[config.mk]
export PLATFORM = sky130hd
export DESIGN_NAME = rdma_sq_responder
export DESIGN_NICKNAME = d
export VERILOG_FILES = /design/src/rtl/rdma_sq_pkg.sv /design/src/rtl/rdma_axis_skid.sv /design/src/rtl/rdma_sq_responder.sv
export SDC_FILE = /design/constraint.sdc
export NUM_CORES = 1
export LEC_CHECK = 0
export CORE_AREA = 2 2 575 577
export DETAILED_ROUTE_END_ITERATION = 6
export DIE_AREA = 0 0 577 579
export PLACE_DENSITY = 0.38
export SYNTH_ARGS = -nofsm -noshare
export SYNTH_HDL_FRONTEND = slang
export SYNTH_SLANG_ARGS = --single-unit
[constraint.sdc]
create_clock -name aclk -period 34.5 [get_ports aclk]
set_input_delay 3.45 -clock aclk [delete_from_list [all_inputs] [get_ports aclk]]
set_output_delay 3.45 -clock aclk [all_outputs]
set_load 0.005 [all_outputs]
[src/rtl/rdma_sq_pkg.sv]
`default_nettype none
// ============================================================================
// rdma_sq_pkg : request/ack record layouts, opcodes and FSM encodings shared
//               by the RDMA send-queue responder.
// Revision    : 1.0
// ============================================================================
package rdma_sq_pkg;

  localparam int REQ_BITS = 144;
  localparam int ACK_BITS = 16;

  localparam logic [4:0] OP_WRITE = 5'd1;
  localparam logic [4:0] OP_SEND  = 5'd2;

  typedef struct packed {
    logic        last;
    logic [31:0] len;
    logic [47:0] vaddr_remote;
    logic [47:0] vaddr_local;
    logic [9:0]  qpn;
    logic [4:0]  opcode;
  } req_t;

  typedef struct packed {
    logic       err;
    logic [9:0] qpn;
    logic [4:0] opcode;
  } ack_t;

  localparam logic [1:0] ST_IDLE  = 2'd0;
  localparam logic [1:0] ST_ISSUE = 2'd1;
  localparam logic [1:0] ST_DRAIN = 2'd2;
  localparam logic [1:0] ST_ACK   = 2'd3;

  function automatic logic [31:0] chunk_len(input logic [31:0] remaining,
                                            input logic [31:0] pmtu);
    return (remaining < pmtu) ? remaining : pmtu;
  endfunction

endpackage
`default_nettype wire

[src/rtl/rdma_axis_skid.sv]
`default_nettype none
// ============================================================================
// rdma_axis_skid : 2-entry AXI4-Stream skid buffer (tdata/tkeep/tlast),
//                  full throughput, ready drops only when both entries are held.
// Revision       : 1.0
// ============================================================================
module rdma_axis_skid #(
  parameter int DATA_BITS = 512
) (
  input  logic                   clk,
  input  logic                   rst,
  input  logic [DATA_BITS-1:0]   s_tdata_i,
  input  logic [DATA_BITS/8-1:0] s_tkeep_i,
  input  logic                   s_tlast_i,
  input  logic                   s_tvalid_i,
  output logic                   s_tready_o,
  output logic [DATA_BITS-1:0]   m_tdata_o,
  output logic [DATA_BITS/8-1:0] m_tkeep_o,
  output logic                   m_tlast_o,
  output logic                   m_tvalid_o,
  input  logic                   m_tready_i
);

  localparam int W = DATA_BITS + DATA_BITS / 8 + 1;

  logic [W-1:0] mem_q [2];
  logic         wr_ptr_q;
  logic         rd_ptr_q;
  logic [1:0]   count_q;
  logic         w_push;
  logic         w_pop;

  assign s_tready_o = (count_q != 2'd2) && !rst;
  assign m_tvalid_o = (count_q != 2'd0);
  assign w_push     = s_tvalid_i && s_tready_o;
  assign w_pop      = m_tvalid_o && m_tready_i;
  assign {m_tdata_o, m_tkeep_o, m_tlast_o} = mem_q[rd_ptr_q];

  always_ff @(posedge clk) begin
    if (w_push) begin
      mem_q[wr_ptr_q] <= {s_tdata_i, s_tkeep_i, s_tlast_i};
    end
  end

  always_ff @(posedge clk) begin
    if (rst) begin
      wr_ptr_q <= 1'b0;
      rd_ptr_q <= 1'b0;
      count_q  <= 2'd0;
    end else begin
      if (w_push) wr_ptr_q <= ~wr_ptr_q;
      if (w_pop)  rd_ptr_q <= ~rd_ptr_q;
      count_q <= count_q + {1'b0, w_push} - {1'b0, w_pop};
    end
  end

endmodule
`default_nettype wire

[src/rtl/rdma_sq_responder.sv]
`default_nettype none
// ============================================================================
// rdma_sq_responder : splits SQ work requests into PMTU-sized rd_req chunks,
//                     forwards payload to network TX and posts one ack each.
// Revision          : 1.0
// ============================================================================
module rdma_sq_responder
  import rdma_sq_pkg::*;
#(
  parameter int PMTU_BYTES      = 4096,
  parameter int MAX_OUTSTANDING = 4,
  parameter int DATA_BITS       = 512
) (
  input  logic                   aclk,
  input  logic                   areset,
  input  logic                   s_sq_valid,
  output logic                   s_sq_ready,
  input  logic [REQ_BITS-1:0]    s_sq_data,
  output logic                   m_rd_req_valid,
  input  logic                   m_rd_req_ready,
  output logic [REQ_BITS-1:0]    m_rd_req_data,
  input  logic [DATA_BITS-1:0]   s_axis_data_tdata,
  input  logic [DATA_BITS/8-1:0] s_axis_data_tkeep,
  input  logic                   s_axis_data_tlast,
  input  logic                   s_axis_data_tvalid,
  output logic                   s_axis_data_tready,
  output logic [DATA_BITS-1:0]   m_axis_net_tdata,
  output logic [DATA_BITS/8-1:0] m_axis_net_tkeep,
  output logic                   m_axis_net_tlast,
  output logic                   m_axis_net_tvalid,
  input  logic                   m_axis_net_tready,
  output logic                   m_ack_valid,
  input  logic                   m_ack_ready,
  output logic [ACK_BITS-1:0]    m_ack_data
);

  localparam int          OW     = $clog2(MAX_OUTSTANDING + 1);
  localparam logic [31:0] C_PMTU = 32'(PMTU_BYTES);
  localparam logic [OW-1:0] C_MAX = OW'(MAX_OUTSTANDING);

  logic [1:0]    state_q, state_d;
  req_t          cur_q, cur_d;   // cur.len tracks the bytes still to be issued
  logic          err_q, err_d;
  logic [OW-1:0] out_q, out_d;

  req_t        w_sq_req;
  req_t        w_rd_req;
  ack_t        w_ack;
  logic [31:0] w_clen;
  logic        w_last;
  logic        w_sq_hs;
  logic        w_rd_hs;
  logic        w_net_last_hs;
  logic        w_op_ok;

  assign w_sq_req      = req_t'(s_sq_data);
  assign w_clen        = chunk_len(cur_q.len, C_PMTU);
  assign w_last        = (cur_q.len == w_clen);
  assign w_op_ok       = (w_sq_req.opcode == OP_WRITE) || (w_sq_req.opcode == OP_SEND);

  assign s_sq_ready     = (state_q == ST_IDLE) && !areset;
  assign m_rd_req_valid = (state_q == ST_ISSUE) && (out_q < C_MAX);
  assign m_ack_valid    = (state_q == ST_ACK);
  assign w_sq_hs        = s_sq_valid && s_sq_ready;
  assign w_rd_hs        = m_rd_req_valid && m_rd_req_ready;
  assign w_net_last_hs  = m_axis_net_tvalid && m_axis_net_tready && m_axis_net_tlast;

  always_comb begin
    w_rd_req              = cur_q;
    w_rd_req.last         = w_last;
    w_rd_req.len          = w_clen;
    w_ack.err             = err_q;
    w_ack.qpn             = cur_q.qpn;
    w_ack.opcode          = cur_q.opcode;
  end

  assign m_rd_req_data = w_rd_req;
  assign m_ack_data    = w_ack;

  always_comb begin
    out_d = out_q;
    if (w_rd_hs && !w_net_last_hs) begin
      out_d = out_q + OW'(1);
    end else if (!w_rd_hs && w_net_last_hs) begin
      out_d = out_q - OW'(1);
    end
  end

  always_comb begin
    state_d = state_q;
    cur_d   = cur_q;
    err_d   = err_q;
    case (state_q)
      ST_IDLE: begin
        if (w_sq_hs) begin
          cur_d      = w_sq_req;
          cur_d.last = 1'b0;
          err_d      = !w_op_ok;
          state_d    = (!w_op_ok || w_sq_req.len == 32'd0) ? ST_ACK : ST_ISSUE;
        end
      end
      ST_ISSUE: begin
        if (w_rd_hs) begin
          cur_d.len          = cur_q.len - w_clen;
          cur_d.vaddr_local  = cur_q.vaddr_local + 48'(w_clen);
          cur_d.vaddr_remote = cur_q.vaddr_remote + 48'(w_clen);
          if (w_last) state_d = ST_DRAIN;
        end
      end
      // Looking at the next count lets the ack follow the final tlast by one cycle.
      ST_DRAIN: begin
        if (out_d == '0) state_d = ST_ACK;
      end
      ST_ACK: begin
        if (m_ack_ready) state_d = ST_IDLE;
      end
      default: state_d = ST_IDLE;
    endcase
  end

  always_ff @(posedge aclk) begin
    if (areset) begin
      state_q <= ST_IDLE;
      cur_q   <= '0;
      err_q   <= 1'b0;
      out_q   <= '0;
    end else begin
      state_q <= state_d;
      cur_q   <= cur_d;
      err_q   <= err_d;
      out_q   <= out_d;
    end
  end

  always_ff @(posedge aclk) begin
    if (!areset && w_net_last_hs && !w_rd_hs) begin
      assert (out_q != '0);
    end
  end

  rdma_axis_skid #(
    .DATA_BITS (DATA_BITS)
  ) u_skid (
    .clk        (aclk),
    .rst        (areset),
    .s_tdata_i  (s_axis_data_tdata),
    .s_tkeep_i  (s_axis_data_tkeep),
    .s_tlast_i  (s_axis_data_tlast),
    .s_tvalid_i (s_axis_data_tvalid),
    .s_tready_o (s_axis_data_tready),
    .m_tdata_o  (m_axis_net_tdata),
    .m_tkeep_o  (m_axis_net_tkeep),
    .m_tlast_o  (m_axis_net_tlast),
    .m_tvalid_o (m_axis_net_tvalid),
    .m_tready_i (m_axis_net_tready)
  );

endmodule
`default_nettype wire
==> qor.yml, run 1 <==
placed_design:
  placed_cell_area_um2: 72700
  gp_congestion: 0.847
  hpwl_um: 204000
  portBuffers: 1449
cells_and_area:
  design.final.nets: 5649
  syn_to_final_growth_pct: 45.2
  nFillCells: 34400
  utilization_pct: 23.7
  fin_area_um2: 78100
  drive_above_1_share_pct: 17.8
pwr:
  cellLeakagePower_nw: 25.7
  clockPowerShare_pct: 30.6
  combPwrFrac_pct: 34.4
  switching_share_pct: 33.3
  power_density_nw_per_um2: 72.5
  p_int_w: 0.00378
  power.switching_w: 0.00188
  irDropWorstVdd_mv: 0.0398
  power_w: 0.00566
  seqPwrFrac_pct: 35.0
clock_network:
  root_buffer: "clkbuf_16"
  cts.repair.resized: 0
  worstSkewPairLatency_ps: 870
  post_cts_buffers: 0
  clock_path_buffers: 4
  clk_pin_slew_ps: 60
  cts_tree: "yes"
  ctsHoldBuffers: 0
  h-tree-depth: 4
  clkSinkCount: 1308
  cts_buffers: 170
route:
  ant_nets: 0
  wl_per_cell_um: 27.9
  wirelength_um: 261000
  dr.first_iter.drc_count: 2265
  num_vias: 36000
  first_pass_iters: 6
  avgViaCountPerCell: 3.85
  drc_errors: 0
setup_path:
  cp-end-kind: "output pin"
  path_class: "reg -> out"
  worstPathRequired_ps: 31050
  cp-start-kind: "flop"
  cp_max_fo: 56
  crit_arrival_ps: 5260
  r2r_start: "cur_q[135]"
  reg2reg_to: "m_rd_req_data[105]"
  rrSetupSlack_ps: 28430
  ff2ff_path_depth: 16
logic_synthesis:
  synthTopCellsByCount: "edfxtp_1 (1154), mux2_2 (580), nor2_1 (161)"
  synthFlopType: "edfxtp_1"
  synth_cells: 3420
  synthDominantCellAreaShare_pct: 64.4
  syn_area_per_cell_um2: 15.7
  ys_seq_elements: 1308
  syn_area_um2: 53800
  synth_top_area_cell: "edfxtp_1"
  async_flop_share_pct: 0
  yosysMostFrequentCell: "edfxtp_1"
  yosysUniqueCellTypes: 86
  yosysSeqAreaShare_pct: 70.2
  synth_area_leaders: "edfxtp_1 (64%), mux2_2 (12%), dfxtp_1 (5.7%), buf_4 (2.1%), ha_1 (1.7%)"
  synth_edf_count: 1154
  synth-warning-count: 0
die:
  dieArea_um2: 334000
  die_x_um: 577
  start_util_pct: 16.4
  rows: 211
  io-pin-count: 1470
  fp.coreArea_um2: 329000
  die_y_um: 579
worst_hold_path:
  hp-class: "reg -> reg"
  min_from: "m_ack_data[1]"
  hold_path_end: "m_ack_data[1]"
  holdPathStages: 2
sta:
  skew_ps: 70.5
  finalMaxSlewViolations: 0
  min_period_over_period_pct: 25.2
  tightest_slew_ps: 1050
  fmax_mhz: 115
  hold_violations: 0
  worst_slew_margin_rel_pct: 29.6
  rsz0062_at_grt: "no"
  tns_ps: 0
  setup_viol_count_final: 0
  min_period_ps: 8710
global_route:
  antenna_found_initial: 185
  grt_use_total_pct: 15.0
  gr-total-overflow: 0
  grt_max_degree: 151
  grt_pass1_wl_um: 339000
  grt_pass1_vias: 36700
status:
  status: "finished clean"
run:
  drv_cap: 0
[registers in the layout, summed over array words and instances (netlist names), named ones only]
register / cells
m_rd_req_data: 96
out_q: 3
cur_q: 32
u_skid.wr_ptr_q: 1
m_ack_data: 15
u_skid.count_q: 2
state_q: 2
err_q: 1
u_skid.rd_ptr_q: 1
u_skid.mem_q: 1154
[cells in the final DEF, fill, tap and decap left out, types with 23 or more instances in the layout]
cell,instances
nand3_1,37
a221oi_1,37
edfxtp_1,1154
xor2_1,24
xnor2_1,34
buf_4,45
dfxtp_1,153
clkbuf_1,45
a21o_1,35
nor3_1,71
ha_1,73
mux2_2,580
clkdlybuf4s50_1,1448
a21oi_1,115
o21ai_0,80
conb_1,58
nor4_1,23
a211oi_1,51
inv_1,42
clkbuf_16,170
nor2_1,158
diode_2,30
a22oi_1,35
clkinv_1,35
nand2_1,133
[per-stage QoR]
step	cells	setup WS [ps]	hold slack (ps)
global route	9349	25410	506
floorplan	3476	5130	445
detailed placement	9039	25770	475
finish	9370	25790	480
CTS	9340	25440	483
global placement	9039	25800	471
[cells by family (layout without fill, tap and decap cells)]
logic type	Yosys count	count (layout)	synth area share [%]
other	2	88	0.0140
multiplexers	587	587	12.3
adder cells (fa/ha/maj)	76	76	1.80
AO/OA/AOI/OAI	502	502	6.41
AND/OR/NAND/NOR	546	546	4.95
flip-flops	1308	1308	70.2
buffers and inverters	341	1839	3.43
XOR/XNOR	58	58	0.945
[final cells by class]
type	instances	area, um^2	share of cell area [%]
antenna	30	75.1	0.0962
clock buffer	216	4440	5.68
clock inverter	85	851	1.09
inverter	42	158	0.202
multi-input combinational	1827	14400	18.5
sequential	1308	37700	48.3
tap	4366	5460	7.00
timing repair buffer	1496	14900	19.1
[worst max-delay path by stage]
stage / endpoint / slack [ps] / depth (start not counted)
finish: m_axis_net_tdata[71] / 25790 / 5
global route: m_axis_net_tdata[71] / 25410 / 5
CTS: m_axis_net_tdata[71] / 25440 / 5
detailed placement: u_skid.mem_q[1][468] / 25770 / 7
global placement: u_skid.mem_q[1][475] / 25800 / 7
floorplan: u_skid.mem_q[0][0] / 5130 / 4
[worst max-delay path: stages, from the launching register on]
cell and delay [ps]:
dfxtp_4 860, buf_4 760, buf_4 710, buf_4 750, mux2_2 420, clkdlybuf4s50_1 680
[metal layers]
layer / wire (um) / track usage [%] / up-vias
met5: 242 / 0 / -
met4: 8770 / 4.36 / 36
met3: 32300 / 7.58 / 528
met2: 131000 / 26.8 / 1630
met1: 89000 / 15.2 / 17900
li1: - / - / 16000
[power groups by stage]
stage / combinational (W) / sequential (W) / clock (W)
floorplan: 0.00100 / 0.00206 / 0
global placement: 0.00197 / 0.00201 / 0
detailed placement: 0.00196 / 0.00202 / 0
CTS: 0.00198 / 0.00199 / 0.00180
global route: 0.00211 / 0.00200 / 0.00185
finish: 0.00195 / 0.00198 / 0.00173
Note: power is estimated with default switching activity, not from simulation.
==> run 2: changes to the inputs <==
CORE_AREA = 2 2 564 566   (was 2 2 575 577)
DIE_AREA = 0 0 566 568   (was 0 0 577 579)
PLACE_DENSITY = 0.4   (was 0.38)
clock period = 7.7 ns   (was 34.5 ns; I/O delays follow)
==> run 2 against run 1 <==
Compared with the run above:
- design area about the same
- combinational power grew to 4.5 times the previous value
- critical endpoint is now m_rd_req_data[94]
- critical path type is now reg -> reg
- cell count down 2.0%
==> qor.yml, run 2 (synthesis results as in run 1) <==
status:
  status: "finished clean"  # unchanged
clock_network:
  worstSkewPairLatency_ps: 860  # was 870 ps
  clkSinkCount: 1308  # unchanged
  post_cts_buffers: 0  # unchanged
  root_buffer: "clkbuf_16"  # unchanged
  ctsHoldBuffers: 0  # unchanged
  cts_tree: "yes"  # unchanged
  clk_pin_slew_ps: 50  # was 60 ps
  cts.repair.resized: 0  # unchanged
  clock_path_buffers: 4  # unchanged
  h-tree-depth: 4  # unchanged
  cts_buffers: 171  # was 170
global_route:
  grt_max_degree: 140  # was 151
  grt_pass1_vias: 36600  # was 36700
  gr-total-overflow: 0  # unchanged
  grt_use_total_pct: 15.2  # was 15.0%
  antenna_found_initial: 162  # was 185
  grt_pass1_wl_um: 334000  # was 339000 um
die:
  io-pin-count: 1470  # unchanged
  start_util_pct: 17.0  # was 16.4%
  die_x_um: 566  # was 577 um
  fp.coreArea_um2: 316000  # was 329000 um^2
  die_y_um: 568  # was 579 um
  rows: 207  # was 211
  dieArea_um2: 321000  # was 334000 um^2
sta:
  tightest_slew_ps: 1090  # was 1050 ps
  setup_viol_count_final: 0  # unchanged
  fmax_mhz: 193
  hold_violations: 0  # unchanged
  holdWs_ps: 425  # was 480 ps
  finalMaxSlewViolations: 0  # unchanged
  worst_slew_margin_rel_pct: 26.4  # was 29.6%
  min_period_ps: 5170
  worst_slack_ps: 2530  # was 25790 ps
  min_period_over_period_pct: 67.2
  skew_ps: 78.9  # was 70.5 ps
  rsz0062_at_grt: "no"  # unchanged
setup_path:
  ff2ff_path_depth: 15  # was 16
  max_stage_delay_ps: 610  # was 860 ps
  crit_start: "cur_q[135]"
  path_class: "reg -> reg"  # was reg -> out
  worstPathRequired_ps: 8400  # was 31050 ps
  cp-end-kind: "flop"  # was output pin
  cp_max_fo: 24  # was 56
  crit_path_cell_trace: "nor4_2 > nand3_1 > nor3_4 > buf_4 > and2_1 > ha_1 > a211oi_1 > o21ai_0 > a21oi_1 > nor4_2 > nor3_1 > nor2_1 > a221oi_1 > mux2_2 > a211oi_1"  # was buf_4 > buf_4 > buf_4 > mux2_2 > clkdlybuf4s50_1
  cp-start-kind: "flop"  # unchanged
  reg2reg_to: "m_rd_req_data[94]"  # was m_rd_req_data[105]
  rrSetupSlack_ps: 2530  # was 28430 ps
  r2r_start: "cur_q[135]"  # unchanged
  crit_slowest_cell: "nor4_2"  # was dfxtp_4
  crit_arrival_ps: 5870  # was 5260 ps
  endpoint: "m_rd_req_data[94]"  # was m_axis_net_tdata[71]
pwr:
  power_density_nw_per_um2: 326  # was 72.5 nW/um^2
  irDropWorstVdd_mv: 0.215  # was 0.0398 mV
  p_int_w: 0.0170  # was 0.00378 W
  power.switching_w: 0.00845  # was 0.00188 W
  switching_share_pct: 33.1  # was 33.3%
  clockPowerShare_pct: 30.9  # was 30.6%
  combPwrFrac_pct: 34.2  # was 34.4%
  seqPwrFrac_pct: 34.9  # was 35.0%
  cellLeakagePower_nw: 25.8  # was 25.7 nW
placed_design:
  hpwl_um: 195000  # was 204000 um
  portBuffers: 1449  # unchanged
  gp_congestion: 0.885  # was 0.847
  pre_cts_slack_ps: 2610  # was 25770 ps
cells_and_area:
  drive_above_1_share_pct: 18.1  # was 17.8%
  final_cell_mix: "clkdlybuf4s50_1 (1448), edfxtp_1 (1154), mux2_2 (580), clkbuf_16 (174), nor2_1 (157)"  # was clkdlybuf4s50_1 (1448), edfxtp_1 (1154), mux2_2 (580), clkbuf_16 (170), nor2_1 (158)
  syn_to_final_growth_pct: 45.3  # was 45.2%
  largest_register_ffs: 1154  # unchanged
  final_common_cell: "clkdlybuf4s50_1"  # unchanged
  top_register: "u_skid.mem_q"  # unchanged
  design.final.nets: 5648  # was 5649
  nFillCells: 32800  # was 34400
route:
  drc_errors: 0  # unchanged
  route.layer.met1.wl_um: 90100  # was 89000 um
  top_layer: "met5"  # unchanged
  num_vias: 36400  # was 36000
  route.met3.wl_um: 29000  # was 32300 um
  wirelength_um: 253000  # was 261000 um
  wl_per_cell_um: 27.6  # was 27.9 um
  ant_nets: 0  # unchanged
  dr.first_iter.drc_count: 2600  # was 2265
  route.met2.wl_um: 126000  # was 131000 um
  first_pass_iters: 5  # was 6
  avgViaCountPerCell: 3.97  # was 3.85
worst_hold_path:
  hp-class: "in -> reg"  # was reg -> reg
run:
  drv_cap: 0  # unchanged
-- run 2: cell count changes in the layout (fill, tap and decap cells not counted), moves of 2 or more --
cell | previous run | this run
clkbuf_16 | 170 | 174
clkbuf_1 | 45 | 40
inv_6 | 7 | 4
clkinv_4 | 1 | 3
clkinv_16 | 2 | 5
clkinv_2 | 20 | 28
clkinv_1 | 35 | 32
diode_2 | 30 | 24
inv_16 | 3 | 1
buf_4 | 45 | 32
buf_12 | 3 | 14
clkbuf_8 | 1 | 4
-- run 2: how the worst min path moves through the flow --
stage,cells past startpoint,slack (ps),startpoint,end
floorplan,2,450,err_q,err_q
global placement,2,470,cur_q[137],cur_q[137]
detailed placement,2,480,m_ack_data[5],m_ack_data[5]
CTS,2,310,areset,m_rd_req_data[95]
global route,2,390,areset,m_rd_req_data[95]
finish,2,430,areset,m_rd_req_data[95]
-- run 2: metal layers --
metal  track usage, %  vias up
li1                 -    15900
met1             15.9    18200
met2             27.0     1762
met3             7.36      553
met4             3.68       30
met5                0        -
-- run 2: power groups by stage --
stage / Combinational, W / Sequential, W / Clock [W]
2_1_floorplan: 0.00451 / 0.00897 / 0
5_1_grt: 0.00941 / 0.00895 / 0.00843
3_5_place_dp: 0.00874 / 0.00904 / 0
6_report: 0.00872 / 0.00888 / 0.00788
3_3_place_gp: 0.00875 / 0.00901 / 0
4_1_cts: 0.00881 / 0.00889 / 0.00819
-- run 2: cell type report --
type / count / area [um^2] / share of cell area, %
Antenna cell: 24 / 60.1 / 0.0769
Clock buffer: 218 / 4560 / 5.84
Clock inverter: 89 / 903 / 1.16
Inverter: 42 / 158 / 0.202
Multi-Input combinational cell: 1827 / 14500 / 18.5
Sequential cell: 1308 / 37700 / 48.3
Tap cell: 4180 / 5230 / 6.69
Timing Repair Buffer: 1494 / 15000 / 19.2
-- run 2: stage by stage --
stage	total power [W]	cell area (um^2)	util, %	instances	TNS (ps)
final	0.0255	78100	24.7	9182	0
after global routing	0.0268	78100	24.7	9162	0
after CTS	0.0259	78100	24.7	9158	0
after detailed placement	0.0178	72600	23.0	8851	0
after global placement	0.0178	72600	23.0	8851	0
after floorplan	0.0135	54000	-	3476	-1848620
-- run 2: worst max-delay path, delay by kind of cell, from the launching register on --
family | cells | cell delay [ps]
adders and majority gates | 1 | 310
buffers and inverters | 1 | 290
and+or+nand+nor | 7 | 2100
AOI/OAI and AO/OA | 5 | 1640
DFF | 1 | 350
muxes | 1 | 370
